## src/rtl/uart_rx_fifo_if.sv

```systemverilog
`default_nettype none
// ============================================================================
// Module   : uart_rx_fifo_if
// Brief    : Valid/ready read port carrying one received frame and its flags.
// Revision : 1.0 - initial release
// ============================================================================
interface uart_rx_fifo_if #(
    parameter int DATA_BITS = 8
) ();
    logic [DATA_BITS-1:0] m_data;
    logic                 m_frame_err;
    logic                 m_parity_err;
    logic                 m_valid;
    logic                 m_ready;

    modport master (
        output m_data,
        output m_frame_err,
        output m_parity_err,
        output m_valid,
        input  m_ready
    );

    modport slave (
        input  m_data,
        input  m_frame_err,
        input  m_parity_err,
        input  m_valid,
        output m_ready
    );
endinterface
`default_nettype wire

```

## src/rtl/uart_rx_fifo.sv

```systemverilog
`default_nettype none
// ============================================================================
// Module   : uart_rx_fifo
// Brief    : UART receiver with parity/framing checks feeding a FWFT FIFO.
// Revision : 1.0 - initial release
// ============================================================================
module uart_rx_fifo #(
    parameter int CLKS_PER_BIT = 8,
    parameter int DATA_BITS    = 8,
    parameter int PARITY       = 0,
    parameter int STOP_BITS    = 1,
    parameter int FIFO_DEPTH   = 4
) (
    input  wire                                 clk,
    input  wire                                 rst_n,
    input  wire                                 rx,
    uart_rx_fifo_if.master                      m_if,
    output logic                                overrun,
    input  wire                                 clr_overrun,
    output logic                                busy,
    output logic [$clog2(FIFO_DEPTH+1)-1:0]     fifo_count
);
    localparam int   c_cntw    = $clog2(CLKS_PER_BIT);
    localparam int   c_half    = CLKS_PER_BIT / 2;
    localparam int   c_aw      = $clog2(FIFO_DEPTH);
    localparam int   c_cw      = $clog2(FIFO_DEPTH + 1);
    localparam int   c_ww      = DATA_BITS + 2;
    localparam logic c_par_odd = (PARITY == 1);

    typedef enum logic [2:0] {
        S_IDLE   = 3'd0,
        S_START  = 3'd1,
        S_DATA   = 3'd2,
        S_PARITY = 3'd3,
        S_STOP   = 3'd4
    } state_t;

    logic                 r_sync1, r_rx_s, r_rx_d;
    state_t               r_state;
    logic [c_cntw-1:0]    r_cnt;
    logic [3:0]           r_bitcnt;
    logic                 r_stopcnt;
    logic [DATA_BITS-1:0] r_shift;
    logic                 r_par, r_perr, r_ferr;

    logic [c_ww-1:0]      r_mem [FIFO_DEPTH];
    logic [c_aw-1:0]      r_wptr, r_rptr;
    logic [c_cw-1:0]      r_count;
    logic                 r_overrun;

    logic                 w_frame_done, w_ferr_new, w_full, w_pop, w_push, w_valid;
    logic [c_ww-1:0]      w_head;

    always_ff @(posedge clk or negedge rst_n) begin
        if (!rst_n) begin
            r_sync1 <= 1'b1;
            r_rx_s  <= 1'b1;
            r_rx_d  <= 1'b1;
        end else begin
            r_sync1 <= rx;
            r_rx_s  <= r_sync1;
            r_rx_d  <= r_rx_s;
        end
    end

    // r_cnt counts down to the next mid-bit sample; zero marks a sample edge.
    always_ff @(posedge clk or negedge rst_n) begin
        if (!rst_n) begin
            r_state   <= S_IDLE;
            r_cnt     <= '0;
            r_bitcnt  <= '0;
            r_stopcnt <= 1'b0;
            r_shift   <= '0;
            r_par     <= 1'b0;
            r_perr    <= 1'b0;
            r_ferr    <= 1'b0;
        end else begin
            case (r_state)
                S_IDLE: begin
                    if (r_rx_d && !r_rx_s) begin
                        r_state <= S_START;
                        r_cnt   <= c_cntw'(c_half - 1);
                    end
                end
                S_START: begin
                    if (r_cnt == '0) begin
                        r_state  <= r_rx_s ? S_IDLE : S_DATA;
                        r_cnt    <= c_cntw'(CLKS_PER_BIT - 1);
                        r_bitcnt <= '0;
                        r_par    <= 1'b0;
                        r_perr   <= 1'b0;
                        r_ferr   <= 1'b0;
                    end else begin
                        r_cnt <= r_cnt - c_cntw'(1);
                    end
                end
                S_DATA: begin
                    if (r_cnt == '0) begin
                        r_shift <= {r_rx_s, r_shift[DATA_BITS-1:1]};
                        r_par   <= r_par ^ r_rx_s;
                        r_cnt   <= c_cntw'(CLKS_PER_BIT - 1);
                        if (r_bitcnt == 4'(DATA_BITS - 1)) begin
                            r_state   <= (PARITY != 0) ? S_PARITY : S_STOP;
                            r_stopcnt <= 1'b0;
                        end else begin
                            r_bitcnt <= r_bitcnt + 4'd1;
                        end
                    end else begin
                        r_cnt <= r_cnt - c_cntw'(1);
                    end
                end
                S_PARITY: begin
                    if (r_cnt == '0) begin
                        r_perr    <= ((r_par ^ r_rx_s) != c_par_odd);
                        r_state   <= S_STOP;
                        r_stopcnt <= 1'b0;
                        r_cnt     <= c_cntw'(CLKS_PER_BIT - 1);
                    end else begin
                        r_cnt <= r_cnt - c_cntw'(1);
                    end
                end
                S_STOP: begin
                    if (r_cnt == '0) begin
                        r_ferr <= w_ferr_new;
                        if (r_stopcnt == 1'(STOP_BITS - 1)) begin
                            r_state <= S_IDLE;
                        end else begin
                            r_stopcnt <= 1'b1;
                            r_cnt     <= c_cntw'(CLKS_PER_BIT - 1);
                        end
                    end else begin
                        r_cnt <= r_cnt - c_cntw'(1);
                    end
                end
                default: r_state <= S_IDLE;
            endcase
        end
    end

    assign w_frame_done = (r_state == S_STOP) && (r_cnt == '0) &&
                          (r_stopcnt == 1'(STOP_BITS - 1));
    assign w_ferr_new   = r_ferr | ~r_rx_s;

    // A pop in the same cycle frees the slot, so a full FIFO still accepts the push.
    assign w_valid = (r_count != '0);
    assign w_full  = (r_count == c_cw'(FIFO_DEPTH));
    assign w_pop   = w_valid && m_if.m_ready;
    assign w_push  = w_frame_done && (!w_full || w_pop);

    always_ff @(posedge clk) begin
        if (w_push) begin
            r_mem[r_wptr] <= {r_perr, w_ferr_new, r_shift};
        end
    end

    always_ff @(posedge clk or negedge rst_n) begin
        if (!rst_n) begin
            r_wptr    <= '0;
            r_rptr    <= '0;
            r_count   <= '0;
            r_overrun <= 1'b0;
        end else begin
            if (w_push) r_wptr <= r_wptr + c_aw'(1);
            if (w_pop)  r_rptr <= r_rptr + c_aw'(1);
            case ({w_push, w_pop})
                2'b10:   r_count <= r_count + c_cw'(1);
                2'b01:   r_count <= r_count - c_cw'(1);
                default: r_count <= r_count;
            endcase
            if (w_frame_done && w_full && !w_pop) begin
                r_overrun <= 1'b1;
            end else if (clr_overrun) begin
                r_overrun <= 1'b0;
            end
        end
    end

    assign w_head              = r_mem[r_rptr];
    assign m_if.m_valid        = w_valid;
    assign m_if.m_data         = w_valid ? w_head[DATA_BITS-1:0] : '0;
    assign m_if.m_frame_err    = w_valid & w_head[DATA_BITS];
    assign m_if.m_parity_err   = w_valid & w_head[DATA_BITS+1];
    assign overrun             = r_overrun;
    assign busy                = (r_state != S_IDLE);
    assign fifo_count          = r_count;
endmodule
`default_nettype wire

```

## src/flat_wrapper.sv

```systemverilog
// flat-port wrapper written by rule: the top's interface ports become plain ports
module uart_rx_fifo_flat 
#(
    parameter int CLKS_PER_BIT = 8,
    parameter int DATA_BITS    = 8,
    parameter int PARITY       = 0,
    parameter int STOP_BITS    = 1,
    parameter int FIFO_DEPTH   = 4
)
  (clk, rst_n, rx, overrun, clr_overrun, busy, fifo_count, m_if_m_data, m_if_m_frame_err, m_if_m_parity_err, m_if_m_valid, m_if_m_ready);
  uart_rx_fifo_if #(.DATA_BITS(DATA_BITS)) m_if_i ();
  input  wire clk;
  input  wire rst_n;
  input  wire rx;
  output logic overrun;
  input  wire clr_overrun;
  output logic busy;
  output logic [$clog2(FIFO_DEPTH+1)-1:0] fifo_count;
  output wire logic [$bits(m_if_i.m_data)-1:0] m_if_m_data;
  output wire logic [$bits(m_if_i.m_frame_err)-1:0] m_if_m_frame_err;
  output wire logic [$bits(m_if_i.m_parity_err)-1:0] m_if_m_parity_err;
  output wire logic [$bits(m_if_i.m_valid)-1:0] m_if_m_valid;
  input wire logic [$bits(m_if_i.m_ready)-1:0] m_if_m_ready;
  assign m_if_m_data = m_if_i.m_data;
  assign m_if_m_frame_err = m_if_i.m_frame_err;
  assign m_if_m_parity_err = m_if_i.m_parity_err;
  assign m_if_m_valid = m_if_i.m_valid;
  assign m_if_i.m_ready = m_if_m_ready;
  uart_rx_fifo #(.CLKS_PER_BIT(CLKS_PER_BIT), .DATA_BITS(DATA_BITS), .PARITY(PARITY), .STOP_BITS(STOP_BITS), .FIFO_DEPTH(FIFO_DEPTH)) u_core (.clk(clk), .rst_n(rst_n), .rx(rx), .m_if(m_if_i), .overrun(overrun), .clr_overrun(clr_overrun), .busy(busy), .fifo_count(fifo_count));
endmodule
```

## config.mk

```make
export PLATFORM = sky130hd
export DESIGN_NAME = uart_rx_fifo_flat
export DESIGN_NICKNAME = d
export VERILOG_FILES = /design/src/rtl/uart_rx_fifo_if.sv /design/src/rtl/uart_rx_fifo.sv /design/src/flat_wrapper.sv
export SDC_FILE = /design/constraint.sdc
export NUM_CORES = 1
export LEC_CHECK = 0
export ABC_AREA = 1
export ABC_CLOCK_PERIOD_IN_PS = 2090
export CAP_MARGIN = 10
export CORE_AREA = 2 2 76 85
export DETAILED_ROUTE_END_ITERATION = 12
export DIE_AREA = 0 0 78 87
export HOLD_SLACK_MARGIN = 0.15
export PLACE_DENSITY = 0.83
export SLEW_MARGIN = 20
export SYNTH_ARGS = -nofsm -noshare
export SYNTH_HDL_FRONTEND = slang
export SYNTH_SLANG_ARGS = --single-unit
```

## constraint.sdc

```tcl
create_clock -name clk -period 2.09 [get_ports clk]
set_input_delay 0.418 -clock clk [delete_from_list [all_inputs] [get_ports clk]]
set_output_delay 0.418 -clock clk [all_outputs]
set_load 0.005 [all_outputs]
```

==> results.yml <==
clock_network:
  cts-root-buf: "clkbuf_8"
  postCtsHoldBufs: 0
  clk_path_buf_depth: 2
  cts_sinks: 72
  clk_pin_slew_worst_paths_ns: 0.08
  cts_tree: "built"
  h-tree-depth: 3
  clk_latency_ns: 0.35
  numCtsBuffers: 9
power_and_ir_drop:
  p_comb_share_pct: 36.2
  switching_share_pct: 36.39
  p_leak_nw: 1.603
  p_int_mw: 3.107
  total_power_mw: 4.885
  p_seq_share_pct: 41.0
  p_per_area_mw_per_mm2: 1312
  pwr-share-clk_pct: 22.8
  switching_power_mw: 1.778
  vdd_drop_max_uv: 706.3
drt:
  first_pass_iters: 4
  via_per_inst: 5.047
  drt_iter0_markers: 194
  ant_nets: 0
  num_vias: 2160
  wl_per_cell_um: 13.05
  route.detailed.drc: 0
  totalWireLength_mm: 5.587
grt:
  grt_pass1_vias: 2129
  antenna_found_initial: 0
  grt_pass1_wl_mm: 9.597
  grtUsageTotal_pct: 18.88
  grt_max_degree: 33
  overflow: 0
placed_design:
  hpwl_mm: 3.686
  place_congestion: 0.7449
  portBuffers: 20
  dp_slack_ns: 0.04205
cells_and_area:
  multi_input_comb_area_um2: 997.2
  nFillCells: 482
  antennaDiodeCount: 0
  drive_gt1_share_pct: 18.39
  layout.nets: 356
  regArea_mm2: 0.002008
  utilization_pct: 62.00
  area_growth_pct: 17.58
timing:
  slew_viol_final: 0
  rsz0062_at_grt: "true"
  tightest_slew_ns: 0.4002
  fin_crit_sh_pct: 98.51
  timing.final.ws_setup_ns: 0.03109
  timing.final.hold_violations: 0
  fmaxAchievable_ghz: 0.4857
  clock_skew_ns: 0.01301
  relSlewSlack_pct: 73.32
  fin_crit_ns: 2.059
  finalSetupViolCount: 0
critical_path:
  worstPathArrival_ns: 1.64
  start_kind: "flop"
  worst_ep_required_time_ns: 1.67
  crit_path_max_fanout: 10
  path_class: "reg2out"
  crit_path_end_kind: "output port"
synthesis:
  synth_compound_area_share_pct: 8.692
  syn_area_mm2: 0.003167
  syn_avg_cell_area_um2: 10.42
  syn_inst: 304
  synth.distinct_cells: 30
  yosysSeqAreaShare_pct: 63.33
  muxShareOfSynthArea_pct: 0.3556
  syn-num-nets: 317
  synth_top_family_by_area: "simple AND/OR/NAND/NOR gates"
  synth_area_leaders: "edfxtp_1, dfrtp_1, nor2_1, nand2_1, o21ai_0"
  synth_top_area_share_pct: 37.93
  synth_top_area_cell: "edfxtp_1"
  synth_warnings: 0
  synthXorXnorAreaFrac_pct: 1.659
  ys_ff_latch: 72
  synthSimpleGateAreaFrac_pct: 17.38
  synth_fa_ha_area_share_pct: 3.398
die:
  rows: 30
  initial_utilization_pct: 52.73
  fp.dieArea_mm2: 0.006786
  ioPinCount: 21
  fp.coreArea_mm2: 0.006006
  chipHeight_um: 87
  die_w_um: 78
job:
  drv_cap: 0
outcome:
  run_status: "complete, no violations"
hold_path:
  holdCritPathClass: "reg2reg"
==> flip-flops by register name, summed over array words and instances (netlist names) <==
| signal | cells |
|---|---|
| u_core.fifo_count | 3 |
| u_core.overrun | 1 |
| u_core.r_bitcnt | 4 |
| u_core.r_cnt | 3 |
| u_core.r_ferr | 1 |
| u_core.r_mem | 40 |
| u_core.r_par | 1 |
| u_core.r_perr | 1 |
| u_core.r_rptr | 2 |
| u_core.r_rx_d | 1 |
| u_core.r_rx_s | 1 |
| u_core.r_shift | 8 |
| u_core.r_state | 3 |
| u_core.r_sync1 | 1 |
| u_core.r_wptr | 2 |
==> worst max-delay path, cell delays in order (launching register included) <==
cell,delay (ns)
dfrtp_2,0.48
buf_6,0.16
nor2_1,0.14
nor2_1,0.07
o21ai_0,0.09
a21oi_1,0.08
dlygate4sd2_1,0.26
==> power by group through the flow <==
stage	combinational [mW]	clock (mW)	sequential (mW)
after floorplan	1.09	0	1.98
after global placement	1.76	0	2.01
after detailed placement	1.82	0	2.02
after CTS	1.79	1.12	1.99
after global routing	2.04	1.20	2.03
final	1.77	1.11	2.00
==> path summary, 6_finish.rpt <==
kind / start / to / slack, ns / depth (start not counted)
max: u_core.r_rptr[0] / m_if_m_parity_err / 0.03 / 6
min: u_core.r_sync1 / u_core.r_rx_s / 0.36 / 0
max reg2reg: u_core.r_cnt[0] / u_core.fifo_count[2] / 0.28 / 12
min reg2reg: u_core.r_sync1 / u_core.r_rx_s / 0.36 / 0
max in group asynchronous: rst_n / u_core.r_rx_s / 1.31 / 2
min in group asynchronous: rst_n / u_core.r_rptr[0] / 0.46 / 2
==> cells by family after synthesis <==
family / Yosys count
buffers and inverters: 41
and+or+nand+nor: 123
AOI/OAI and AO/OA: 53
xor gates and xnor gates: 6
DFF: 72
adders and majority gates: 8
muxes: 1
==> per-layer routing <==
metal  vias up  part of all wire [%]  routed length, um  GRT usage [%]
li1       1079                     -                  -              -
met3         4                   6.6                367          4.979
met2        55                    51               2828          32.76
met5         -                     0                  0              0
met4         0                   1.2                 65          8.293
met1      1022                    42               2326          22.24
==> metrics by stage <==
step,hold WS (ns),cell area [um2],std cells,TNS [ns]
floorplan,0.1224,3167,304,0
global placement,0.3455,3517,409,0
detailed placement,0.3473,3517,409,0
CTS,0.3589,3739,428,0
global route,0.3636,3724,428,-0.09409
finish,0.3569,3724,428,0
==> layout by cell type (no fill, tap or decap), types with 3 or more instances in the layout <==
master / Yosys / final
nand2_2: 10 / 10
a21oi_1: 15 / 15
nand2_1: 34 / 34
xor2_1: 6 / 6
dfstp_2: 3 / 3
inv_1: 32 / 32
dfrtp_1: 29 / 27
nor2_1: 54 / 54
nor2_2: 3 / 3
clkinv_4: 0 / 3
o21ai_1: 11 / 13
o21ai_0: 24 / 22
nand3_1: 14 / 14
clkbuf_2: 0 / 5
buf_4: 0 / 12
clkdlybuf4s50_1: 0 / 10
edfxtp_1: 40 / 40
ha_1: 7 / 7
clkbuf_8: 0 / 9
==> Yosys cell counts, drive strengths merged <==
| library cell | n |
|---|---|
| edfxtp | 40 |
| dfrtp | 29 |
| dfstp | 3 |
| ha | 7 |
| a21oi | 15 |
| buf | 3 |
| mux2 | 1 |
| fa | 1 |
| a22o | 1 |
| o22ai | 1 |
| o21ai | 36 |
| clkbuf | 3 |
| nand4 | 2 |
| nand3 | 15 |
| or2 | 2 |
| inv | 33 |
| clkinv | 2 |
| nand2 | 45 |
| xor2 | 6 |
| nor2 | 59 |
==> cell type report <==
| class | count | share of cell area, % |
|---|---|---|
| clock buffer | 9 | 3.327 |
| clock inverter | 7 | 2.117 |
| inverter | 35 | 3.629 |
| multi-input combinational | 191 | 26.78 |
| sequential | 72 | 53.93 |
| tap | 80 | 2.688 |
| timing repair buffer | 34 | 7.527 |
==> what timing repair did <==
| item | CTS | global route |
|---|---|---|
| hold endpoints to repair | 0 | 0 |
| buffers inserted | 3 | 0 |
| pin swaps | 2 | 1 |
| endpoints found under the setup margin | 10 | 11 |
| resized for setup | 20 | 13 |
Note: power is estimated with default switching activity, not from simulation.
